--- src/rtl/risc_core_gen2.sv ---
`default_nettype none
// +--------------------------------------------------------------------------+
// | Module   : risc_core_gen2                                                |
// | Purpose  : Multi-cycle 8-bit-fetch RISC core with bounded HW stack,      |
// |            ready-based IO handshake and trap-cause reporting.            |
// | Revision : 1.0 - initial release                                         |
// +--------------------------------------------------------------------------+
module risc_core_gen2 #(
    parameter int DATA_W      = 16,
    parameter int PC_W        = 16,
    parameter int STACK_DEPTH = 32,
    parameter int DMEM_AW     = 5,
    parameter int IO_AW       = 16
) (
    input  logic              clk,
    input  logic              async_rst_n,
    output logic [PC_W-1:0]   rom_addr,
    input  logic [7:0]        rom_data,
    output logic [IO_AW-1:0]  io_addr,
    output logic [DATA_W-1:0] io_wdata,
    output logic              io_wr,
    output logic              io_rd,
    input  logic [DATA_W-1:0] io_rdata,
    input  logic              io_ready,
    output logic              halted,
    output logic              trap,
    output logic [1:0]        trap_cause,
    output logic [7:0]        led
);
    localparam int c_sw  = (DATA_W > PC_W) ? DATA_W : PC_W;
    localparam int c_spw = $clog2(STACK_DEPTH + 1);
    localparam int c_siw = $clog2(STACK_DEPTH);

    localparam logic [2:0] c_st_fetch_op   = 3'd0;
    localparam logic [2:0] c_st_fetch_reg  = 3'd1;
    localparam logic [2:0] c_st_fetch_imm1 = 3'd2;
    localparam logic [2:0] c_st_fetch_imm2 = 3'd3;
    localparam logic [2:0] c_st_exec       = 3'd4;
    localparam logic [2:0] c_st_io_wait    = 3'd5;
    localparam logic [2:0] c_st_halt       = 3'd6;

    localparam logic [4:0] c_op_mov = 5'd0,  c_op_add = 5'd1,  c_op_sub = 5'd2,  c_op_mul = 5'd3;
    localparam logic [4:0] c_op_and = 5'd4,  c_op_or  = 5'd5,  c_op_xor = 5'd6,  c_op_not = 5'd7;
    localparam logic [4:0] c_op_rsh = 5'd8,  c_op_lsh = 5'd9,  c_op_cmp = 5'd10, c_op_jgr = 5'd11;
    localparam logic [4:0] c_op_jlt = 5'd12, c_op_jge = 5'd13, c_op_jle = 5'd14, c_op_jeq = 5'd15;
    localparam logic [4:0] c_op_jnq = 5'd16, c_op_jmp = 5'd17, c_op_psh = 5'd18, c_op_pop = 5'd19;
    localparam logic [4:0] c_op_cal = 5'd20, c_op_ret = 5'd21, c_op_lod = 5'd22, c_op_str = 5'd23;
    localparam logic [4:0] c_op_pst = 5'd24, c_op_pld = 5'd25, c_op_hlt = 5'd31;

    logic [2:0]        r_state;
    logic [PC_W-1:0]   r_pc;
    logic [4:0]        r_opcode;
    logic [2:0]        r_dst, r_src1, r_src2;
    logic              r_hasimm1, r_hasimm2;
    logic [7:0]        r_imm1, r_imm2;
    logic              r_gr, r_eq, r_gte;
    logic [c_spw-1:0]  r_sp;
    logic [DATA_W-1:0] r_rf [0:7];
    logic [c_sw-1:0]   r_stack [0:STACK_DEPTH-1];
    logic [DATA_W-1:0] r_dmem [0:(2**DMEM_AW)-1];
    logic [IO_AW-1:0]  r_io_addr;
    logic [DATA_W-1:0] r_io_wdata;
    logic              r_io_wr, r_io_rd, r_halted, r_trap;
    logic [1:0]        r_trap_cause;
    logic [7:0]        r_led;

    logic [DATA_W-1:0] w_src1val, w_src2val, w_dstval, w_rf_val;
    logic              w_rf_we, w_take, w_full, w_empty, w_exec, w_push;
    logic [1:0]        w_fault;
    logic [c_spw-1:0]  w_sp_dec;
    logic [c_sw-1:0]   w_stack_top;

    // r_rf[0] is never written, so register 0 always reads back as zero
    assign w_src1val   = r_hasimm1 ? DATA_W'(r_imm1) : r_rf[r_src1];
    assign w_src2val   = r_hasimm2 ? DATA_W'(r_imm2) : r_rf[r_src2];
    assign w_dstval    = r_rf[r_dst];
    assign w_exec      = (r_state == c_st_exec);
    assign w_full      = (r_sp == c_spw'(STACK_DEPTH));
    assign w_empty     = (r_sp == '0);
    assign w_sp_dec    = r_sp - 1'b1;
    assign w_stack_top = r_stack[w_sp_dec[c_siw-1:0]];
    assign w_push      = w_exec && (r_opcode == c_op_psh || r_opcode == c_op_cal) && !w_full;

    always_comb begin
        w_fault = 2'd0;
        if (w_exec) begin
            if ((r_opcode == c_op_psh || r_opcode == c_op_cal) && w_full)
                w_fault = 2'd1;
            else if ((r_opcode == c_op_pop || r_opcode == c_op_ret) && w_empty)
                w_fault = 2'd2;
            else if (r_opcode > c_op_pld && r_opcode != c_op_hlt)
                w_fault = 2'd3;
        end
    end

    always_comb begin
        w_rf_we  = 1'b1;
        w_rf_val = w_src1val;
        case (r_opcode)
            c_op_mov: w_rf_val = w_src1val;
            c_op_add: w_rf_val = w_src1val + w_src2val;
            c_op_sub: w_rf_val = w_src1val - w_src2val;
            c_op_mul: w_rf_val = w_src1val * w_src2val;
            c_op_and: w_rf_val = w_src1val & w_src2val;
            c_op_or:  w_rf_val = w_src1val | w_src2val;
            c_op_xor: w_rf_val = w_src1val ^ w_src2val;
            c_op_not: w_rf_val = ~w_src1val;
            c_op_rsh: w_rf_val = w_dstval >> 1;
            c_op_lsh: w_rf_val = w_dstval << 1;
            c_op_pop: begin
                w_rf_val = w_stack_top[DATA_W-1:0];
                w_rf_we  = !w_empty;
            end
            c_op_lod: w_rf_val = r_dmem[w_src1val[DMEM_AW-1:0]];
            default:  w_rf_we  = 1'b0;
        endcase
        w_rf_we = w_rf_we && w_exec && (r_dst != 3'd0);
    end

    always_comb begin
        case (r_opcode)
            c_op_jgr: w_take = r_gr;
            c_op_jlt: w_take = !r_gte;
            c_op_jge: w_take = r_gte;
            c_op_jle: w_take = !r_gr;
            c_op_jeq: w_take = r_eq;
            c_op_jnq: w_take = !r_eq;
            c_op_jmp: w_take = 1'b1;
            default:  w_take = 1'b0;
        endcase
    end

    // Storage arrays carry no reset; validity is tracked by SP and program order
    always_ff @(posedge clk) begin
        if (w_push)
            r_stack[r_sp[c_siw-1:0]] <= (r_opcode == c_op_cal) ? c_sw'(r_pc) : c_sw'(w_src1val);
        if (w_exec && r_opcode == c_op_str)
            r_dmem[w_src1val[DMEM_AW-1:0]] <= w_src2val;
    end

    always_ff @(posedge clk or negedge async_rst_n) begin
        if (!async_rst_n) begin
            r_state      <= c_st_fetch_op;
            r_pc         <= '0;
            r_opcode     <= '0;
            r_dst        <= '0;
            r_src1       <= '0;
            r_src2       <= '0;
            r_hasimm1    <= 1'b0;
            r_hasimm2    <= 1'b0;
            r_imm1       <= '0;
            r_imm2       <= '0;
            r_gr         <= 1'b0;
            r_eq         <= 1'b0;
            r_gte        <= 1'b0;
            r_sp         <= '0;
            for (int i = 0; i < 8; i++) r_rf[i] <= '0;
            r_io_addr    <= '0;
            r_io_wdata   <= '0;
            r_io_wr      <= 1'b0;
            r_io_rd      <= 1'b0;
            r_halted     <= 1'b0;
            r_trap       <= 1'b0;
            r_trap_cause <= 2'd0;
            r_led        <= '0;
        end else begin
            if (w_rf_we) r_rf[r_dst] <= w_rf_val;
            case (r_state)
                c_st_fetch_op: begin
                    r_opcode <= rom_data[4:0];
                    r_dst    <= rom_data[7:5];
                    r_pc     <= r_pc + 1'b1;
                    r_state  <= c_st_fetch_reg;
                end
                c_st_fetch_reg: begin
                    r_hasimm1 <= rom_data[7];
                    r_hasimm2 <= rom_data[6];
                    r_src1    <= rom_data[5:3];
                    r_src2    <= rom_data[2:0];
                    r_pc      <= r_pc + 1'b1;
                    r_state   <= rom_data[7] ? c_st_fetch_imm1 :
                                 rom_data[6] ? c_st_fetch_imm2 : c_st_exec;
                end
                c_st_fetch_imm1: begin
                    r_imm1  <= rom_data;
                    r_pc    <= r_pc + 1'b1;
                    r_state <= r_hasimm2 ? c_st_fetch_imm2 : c_st_exec;
                end
                c_st_fetch_imm2: begin
                    r_imm2  <= rom_data;
                    r_pc    <= r_pc + 1'b1;
                    r_state <= c_st_exec;
                end
                c_st_exec: begin
                    r_state <= c_st_fetch_op;
                    if (w_fault != 2'd0) begin
                        r_halted     <= 1'b1;
                        r_trap       <= 1'b1;
                        r_trap_cause <= w_fault;
                        r_state      <= c_st_halt;
                    end else begin
                        case (r_opcode)
                            c_op_cmp: begin
                                r_gr  <= (w_src1val > w_src2val);
                                r_eq  <= (w_src1val == w_src2val);
                                r_gte <= (w_src1val >= w_src2val);
                            end
                            c_op_psh: r_sp <= r_sp + 1'b1;
                            c_op_pop: r_sp <= w_sp_dec;
                            c_op_cal: begin
                                r_sp <= r_sp + 1'b1;
                                r_pc <= PC_W'(w_src1val);
                            end
                            c_op_ret: begin
                                r_sp <= w_sp_dec;
                                r_pc <= w_stack_top[PC_W-1:0];
                            end
                            c_op_pst, c_op_pld: begin
                                r_io_addr  <= IO_AW'(w_src1val);
                                r_io_wdata <= w_src2val;
                                r_io_wr    <= (r_opcode == c_op_pst);
                                r_io_rd    <= (r_opcode == c_op_pld);
                                r_state    <= c_st_io_wait;
                            end
                            c_op_hlt: begin
                                r_halted <= 1'b1;
                                r_state  <= c_st_halt;
                            end
                            default: if (w_take) r_pc <= PC_W'(w_src1val);
                        endcase
                    end
                end
                c_st_io_wait: begin
                    if (io_ready) begin
                        if (r_io_rd && r_dst != 3'd0) r_rf[r_dst] <= io_rdata;
                        if (r_io_wr) r_led <= w_src2val[7:0];
                        r_io_wr <= 1'b0;
                        r_io_rd <= 1'b0;
                        r_state <= c_st_fetch_op;
                    end
                end
                default: r_state <= c_st_halt;
            endcase
        end
    end

    assign rom_addr   = r_pc;
    assign io_addr    = r_io_addr;
    assign io_wdata   = r_io_wdata;
    assign io_wr      = r_io_wr;
    assign io_rd      = r_io_rd;
    assign halted     = r_halted;
    assign trap       = r_trap;
    assign trap_cause = r_trap_cause;
    assign led        = r_led;
endmodule
`default_nettype wire

--- config.mk ---
export PLATFORM = sky130hd
export DESIGN_NAME = risc_core_gen2
export DESIGN_NICKNAME = d
export VERILOG_FILES = /design/src/rtl/risc_core_gen2.sv
export SDC_FILE = /design/constraint.sdc
export NUM_CORES = 2
export LEC_CHECK = 0
export ABC_AREA = 0
export CAP_MARGIN = 20
export CORE_UTILIZATION = 40
export DETAILED_ROUTE_END_ITERATION = 8
export PLACE_DENSITY = 0.53
export REMOVE_ABC_BUFFERS = 1
export SLEW_MARGIN = 30
export SYNTH_ARGS = -nofsm -noshare
export SYNTH_HDL_FRONTEND = slang
export SYNTH_SLANG_ARGS = --single-unit
--- constraint.sdc ---
create_clock -name clk -period 20.7 [get_ports clk]
set_input_delay 5.175 -clock clk [delete_from_list [all_inputs] [get_ports clk]]
set_output_delay 5.175 -clock clk [all_outputs]
set_load 0.05 [all_outputs]
[Yosys cells after proc, flatten, opt, wreduce, memory -nomap -nowiden]
Memories as Yosys holds them, arrays and structs flattened.
Index checks and enable logic that the tools add are counted.
Cells by class
  multiply operators: 1
  reductions and logical operators: 40
  $add $sub $neg: 5
  bitwise operators: 8
  equality and inequality tests: 39
  order comparisons: 7
  mux-type cells: 52
Operators with widths (count)
  two-way mux 128 bit: 4
  bitwise mux 128 bit: 2
  two-way mux 16 bit: 12
  case mux 16 bit (11 select lines): 1
  binary-select mux 16 bit (select 3 bit): 3
  equality test 5 bit, second input constant: 11
  demux 16 bit (select 3 bit): 1
  case mux 16 bit (3 select lines): 1
  equality test 5 x 4 -> 1 bit, second input constant: 8
  case mux 16 bit (2 select lines): 1
  equality test 5 x 3 -> 1 bit, second input constant: 4
  case mux 3 bit (6 select lines): 1
  adder 16 x 1 -> 16 bit, second input constant: 1
  adder 16 bit: 1
  bitwise AND 16 bit: 1
  equality test 16 bit: 1
  greater-or-equal comparator 16 bit: 1
  > comparator 16 bit: 1
  multiplier 16 x 16 -> 16 bit: 1
  inverter 16 bit: 1
  OR 16 bit: 1
  subtractor 16 bit: 1
  XOR 16 bit: 1
  two-way mux 3 bit: 5
  38 further kinds: 87
Word-level totals
  output and inout bits: 62
  memory bits (writable): 1024
  memories: 2
  flip-flop bits (word level): 234
  logic and storage cells: 184
  input bits: 27
Memories
  r_dmem: depth 32, bits a word 16, read ports 1, clocked after Yosys merged registers in 0, wr ports 1, line 60  | logic [DATA_W-1:0] r_dmem [0:(2**DMEM_AW)-1];
  r_stack: depth 32, bits a word 16, read ports 1, clocked after Yosys merged registers in 0, wr ports 1, line 59  | logic [c_sw-1:0] r_stack [0:STACK_DEPTH-1];

[Longest topological paths before layout]
  depth in word-level cells: 13
  gate-level depth with buffers: 33
  depth with buffers taken out: 28

[Least setup slack after synthesis]
Ideal clock, no wire load.
  path type: register to register
  start: reg r_src2[0]
  end: reg r_rf[15] (netlist name)
  path slack: 13264 ps
  period minus slack after synthesis: 7436 ps
  cell stages (with the launch flop): 30
  setup time: 126 ps
  arrival: 7309 ps
  data required time: 20574 ps
  path buffers: 5
  cell sequence: dfrtp_1 > buf_2 > buf_6 > buf_6 > buf_6 > mux4_2 > mux2i_1 > nand2_1 > o21ai_0 > clkbuf_1 > inv_1 > ha_1 > fa_1 > inv_1 > fa_1 > inv_1 > fa_1 > fa_1 > fa_1 > inv_1 > fa_1 > inv_1 > ha_1 > a21o_1 > a31o_2 > a21o_1 > a21oi_1 > xnor2_2 > a211oi_1 > o21ai_1
Between the ends
  word-level cells in the longest chain between the ends: 13
  elaborated cells on any way between the ends: 18
  classes of those cells: add/sub (2); mul (1); mux (11); bitwise (4)
Ends and longest elaborated chain
  from (decl): line 53  | logic [2:0] r_dst, r_src1, r_src2;
  from (signal assigned): line 179  | r_src2 <= rom_data[2:0];
  inverter 3 -> 4 bit (implied by the code) *: line 75  | assign w_src2val = r_hasimm2 ? DATA_W'(r_imm2) : r_rf[r_src2];
  binary-select mux 16 bit (select 3 bit) *: line 75
  two-way mux 16 bit (implied by the code) * (2 in series): line 75
  two-way mux 16 bit *: line 75
  via w_src2val[6]: line 67  | logic [DATA_W-1:0] w_src1val, w_src2val, w_dstval, w_rf_val;
  multiplier 16 x 16 -> 16 bit, or another cell as far along: line 103  | c_op_mul: w_rf_val = w_src1val * w_src2val;
  case mux 16 bit (11 select lines) *: line 99  | case (r_opcode)
  bitwise mux 128 bit *: line 167  | if (w_rf_we) r_rf[r_dst] <= w_rf_val;
  two-way mux 128 bit *: line 167
  bitwise mux 128 bit: line 235  | if (r_io_rd && r_dst != 3'd0) r_rf[r_dst] <= io_rdata;
  two-way mux 128 bit: line 235
  two-way mux 128 bit: line 234  | if (io_ready) begin
  two-way mux 128 bit *: line 168  | case (r_state)
  to (signal, indexed assignment): line 167
  to (signal, indexed assignment): line 235
  to (decl): line 58  | logic [DATA_W-1:0] r_rf [0:7];
Mark *: on every way through the listed nets, which the timed path passes. The rest lies on a longest branch. The select of a mux whose other input is x is not followed.
A chain may end at the register's enable or synchronous reset.

[Worst setup path in the final report]
  start: reg r_src1[0]
  end: reg r_rf[94] (netlist name)
Between the ends
  word-level cells in the longest chain between the ends: 13
  elaborated cells on any way between the ends: 20
  classes of those cells: add/sub (2); mul (1); mux (11); bitwise (5); memory (1)
Ends and longest elaborated chain
  from (decl): line 53
  from (signal assigned): line 178  | r_src1 <= rom_data[5:3];
  inverter 3 -> 4 bit (implied by the code) *: line 74  | assign w_src1val = r_hasimm1 ? DATA_W'(r_imm1) : r_rf[r_src1];
  binary-select mux 16 bit (select 3 bit) *: line 74
  two-way mux 16 bit (implied by the code) * (2 in series): line 74
  two-way mux 16 bit *: line 74
  multiplier 16 x 16 -> 16 bit, or another cell as far along: line 103
  case mux 16 bit (11 select lines) *: line 99
  bitwise mux 128 bit *: line 167
  two-way mux 128 bit *: line 167
  bitwise mux 128 bit: line 235
  two-way mux 128 bit: line 235
  two-way mux 128 bit: line 234
  two-way mux 128 bit *: line 168
Mark *: on every way between the ends. The rest lies on a longest branch, timed or not. The select of a mux whose other input is x is not followed.

==> parameters.txt <==
Parameter                              Value

Worst setup path
  Master of the slowest instance on the critical path    dfrtp_2
  Nature of the critical path startpoint    flop
  Critical path class    reg2reg
  Largest incremental delay on the critical path    0.72 ns
  Worst Path Required    21.38 ns
  Data arrival time of the worst path    9.63 ns
  Crit. End Element    flop
  CP Max Fanout    25

Detailed routing
  Sum of routed wire length over all layers    185000 µm
  Average routed wire per standard cell    29.8 µm
  Total via count in the routed design    36.7k
  Via/cell ratio    5.89
  DRC violations left    0
  Count of routing violations after the opening detailed-route iteration    3963
  Remaining antenna violation count after routing    0
  Number of iterations in the first detailed-routing pass    6

Power and ir drop
  Power density of the placed cells    76.8 nW/µm²
  Gate power share    1.0%
  Share of total power in sequential cells    51.5%
  Largest voltage drop on the vdd net    0.0000723 V
  Part of the power in the clock network    47.5%
  Cell internal pwr    4.16 mW
  Net switching power of the design    1.11 mW
  Switching power share of the total    21.1%
  Static Leakage    22.1 nW
  Pwr Total    5.27 mW

Cells and area
  NumNets Final    4319
  Highest-count cells in the layout ignoring fill and taps    edfxtp_1 (1024), mux4_2 (350), nand2_1 (312)
  Ratio of cells with drive above 1 in the final layout    21.1%
  Synth-to-Final Area Change    14.1%
  Most common cell after layout, fill and taps aside    edfxtp_1

Clocking
  Clk root buf    clkbuf_16
  CTS clock-pin slew for the worst setup and hold paths    0.06 ns
  Clock sinks    1258
  Number of CTS-inserted buffers    141
  CTS hold repair buffers    0
  Setup Fix Bufs, Post-CTS    0
  Level count of the clock H-tree    4
  Clock latency at the later pin of the worst-skew pair    0.80 ns
  Longest Clk Path Bufs    3
  Number of gates resized after cts    0
  TritonCTS clock tree    built

Yosys
  Cell area after synthesis    60100 µm²
  Total number of yosys warnings    0
  Simple-gate share of the synthesized area    6.14%
  Combinational family with the most area after synthesis    multiplexers
  Area share of xor/xnor cells in the synthesized design    0.791%
  Adder-cell share of the synthesized area    4.86%
  Cell count after synthesis    3971
  Sequential share of the synthesized area    60.9%
  Multiplexer area fraction after synthesis    17.6%
  Number of distinct library cells after synthesis    88
  Number of flops mapped to enable cells by yosys    1024
  Most common flop cell mapped by yosys    edfxtp_1
  Synthesized-area fraction occupied by ao, oa, aoi and oai cells    6.30%
  Async S/R FF share, synth    18.6%
  Mean cell area of the mapped netlist    15.1 µm²
  Register bit count reported by yosys    1258

STA
  Tmin final    8.95 ns
  RSZ-0062 raised after global routing    no
  Share of the cycle needed by the critical path after routing    43.2%
  Total negative setup slack    0 ns
  Final Max Tran Viols    0
  Clock Skew    0.0481 ns
  Endpoints failing setup    0
  Pin slew with the least headroom to its limit    1.08 ns
  Max_slew headroom    27.7%
  Peak Freq    112 MHz
  Endpoints failing hold    0

Hold path
  Class of the tightest hold or removal check    reg2reg

Floorplan
  Die area    152000 µm²
  Number of I/O pins    89
  Floorplan row count    141
  Die boundary height    390 µm
  Die width    390 µm
  Area of the core region    148000 µm²
  Effective utilization at floorplan    40.5%

Outcome
  Outcome    complete, no violations

GRT
  Via count of the first global-routing pass    35.9k
  Pin count of the biggest net entering global routing    135
  Leftover overflow at the end of global routing    0
  Aggregate global-route resource usage    24.5%
  Wire length of the first global-routing pass    267000 µm
  Antenna violations before repair    5

Placement
  Placer congestion estimate    0.949
  Number of port buffers    88
  HPWL Detailed    116000 µm

Job
  Max-cap violations    0
-- critical path, delay by kind of cell (launching register included) --
kind / cells / cell delay (ns)
buffers and inverters: 7 / 1.62
and+or+nand+nor: 1 / 0.11
DFF: 1 / 0.72
adders and majority gates: 8 / 3.51
muxes: 4 / 1.33
AOI/OAI and AO/OA: 7 / 1.48
-- kinds of logic (layout without fill, tap and decap cells) --
logic type | count (synthesis) | after routing
AO/OA/AOI/OAI | 617 | 617
XOR/XNOR | 47 | 47
adder cells (fa/ha/maj) | 185 | 185
buffers and inverters | 429 | 675
flip-flops | 1258 | 1258
multiplexers | 576 | 576
other | 0 | 2
AND/OR/NAND/NOR | 859 | 859
-- sequential cells by signal, summed over array words and instances (netlist names), 5 cells and up --
signal,flops
r_sp,6
r_dmem,512
io_wdata,16
io_addr,16
r_opcode,5
r_imm2,8
r_stack,512
rom_addr,16
r_rf,128
led,8
r_imm1,8
-- path summary, 6_finish.rpt --
check | start | end | slack, ns | cells past startpoint
max in group asynchronous | async_rst_n | r_sp[0] | 14.82 | 2
worst max register to register | r_src1[0] | r_rf[94] | 11.75 | 27
worst min-delay path | r_rf[121] | r_rf[121] | 0.42 | 0
worst max-delay path | r_src1[0] | r_rf[94] | 11.75 | 27
worst min register to register | r_rf[121] | r_rf[121] | 0.42 | 0
min in group asynchronous | async_rst_n | r_rf[120] | 4.42 | 1
-- stage by stage --
| stage | worst slack, ns | util [%] | area (µm²) | instances | hold slack, ns |
|---|---|---|---|---|---|
| after floorplan | 10.37 | - | 58700 | 3719 | 0.379 |
| after global placement | 12.11 | 43.0 | 63700 | 5960 | 0.406 |
| after detailed placement | 11.92 | 43.1 | 63900 | 5963 | 0.404 |
| after CTS | 11.91 | 46.2 | 68500 | 6216 | 0.417 |
| after global routing | 11.61 | 46.2 | 68600 | 6219 | 0.431 |
| final | 11.75 | 46.2 | 68600 | 6221 | 0.419 |
-- power groups by stage --
stage | logic, mW | clock network (mW) | registers (mW)
6_report | 0.0514 | 2.51 | 2.71
5_1_grt | 0.0551 | 2.65 | 2.71
4_1_cts | 0.0515 | 2.56 | 2.71
3_5_place_dp | 0.0514 | 0 | 2.77
3_3_place_gp | 0.0511 | 0 | 2.77
2_1_floorplan | 0.0144 | 0 | 2.77
-- cell type report --
| type | count | area, µm² |
|---|---|---|
| sequential | 1258 | 36600 |
| antenna | 2 | 5.00 |
| clock inverter | 73 | 896 |
| clock buffer | 180 | 3750 |
| timing repair buffer | 245 | 2170 |
| tap | 2002 | 2500 |
| multi-input combinational | 2284 | 22000 |
| inverter | 177 | 677 |
| fill | 12900 | 79800 |
-- cells in the mapped netlist (23+ instances only) --
master       n  area share [%]
edfxtp_1  1024              51
mux4_2     350              13
nor2_1     334             2.1
nand2_1    312             1.9
o21ai_0    238             2.0
dfrtp_1    234             9.7
inv_1      169             1.1
mux2i_1    156             2.6
clkbuf_1   129            0.81
a21oi_1    114            0.95
ha_1       104             2.2
fa_1        81             2.7
buf_2       48            0.40
nor3_1      45            0.37
mux2_2      43            0.81
nand3_1     43            0.36
o21ai_1     42            0.35
o22ai_1     35            0.36
xnor2_1     31            0.45
o21a_1      29            0.36
a21o_1      25            0.31
or3_1       25            0.26
buf_1       24            0.15
buf_6       23            0.43
mux4_1      23             1.0
-- routing by layer --
metal | GRT usage (%) | wire length, µm
met5 | 0 | 0
met4 | 9.08 | 6910
met3 | 6.26 | 16600
met2 | 36.3 | 82700
met1 | 34.7 | 79000
Power figures use the tool's default switching activity.
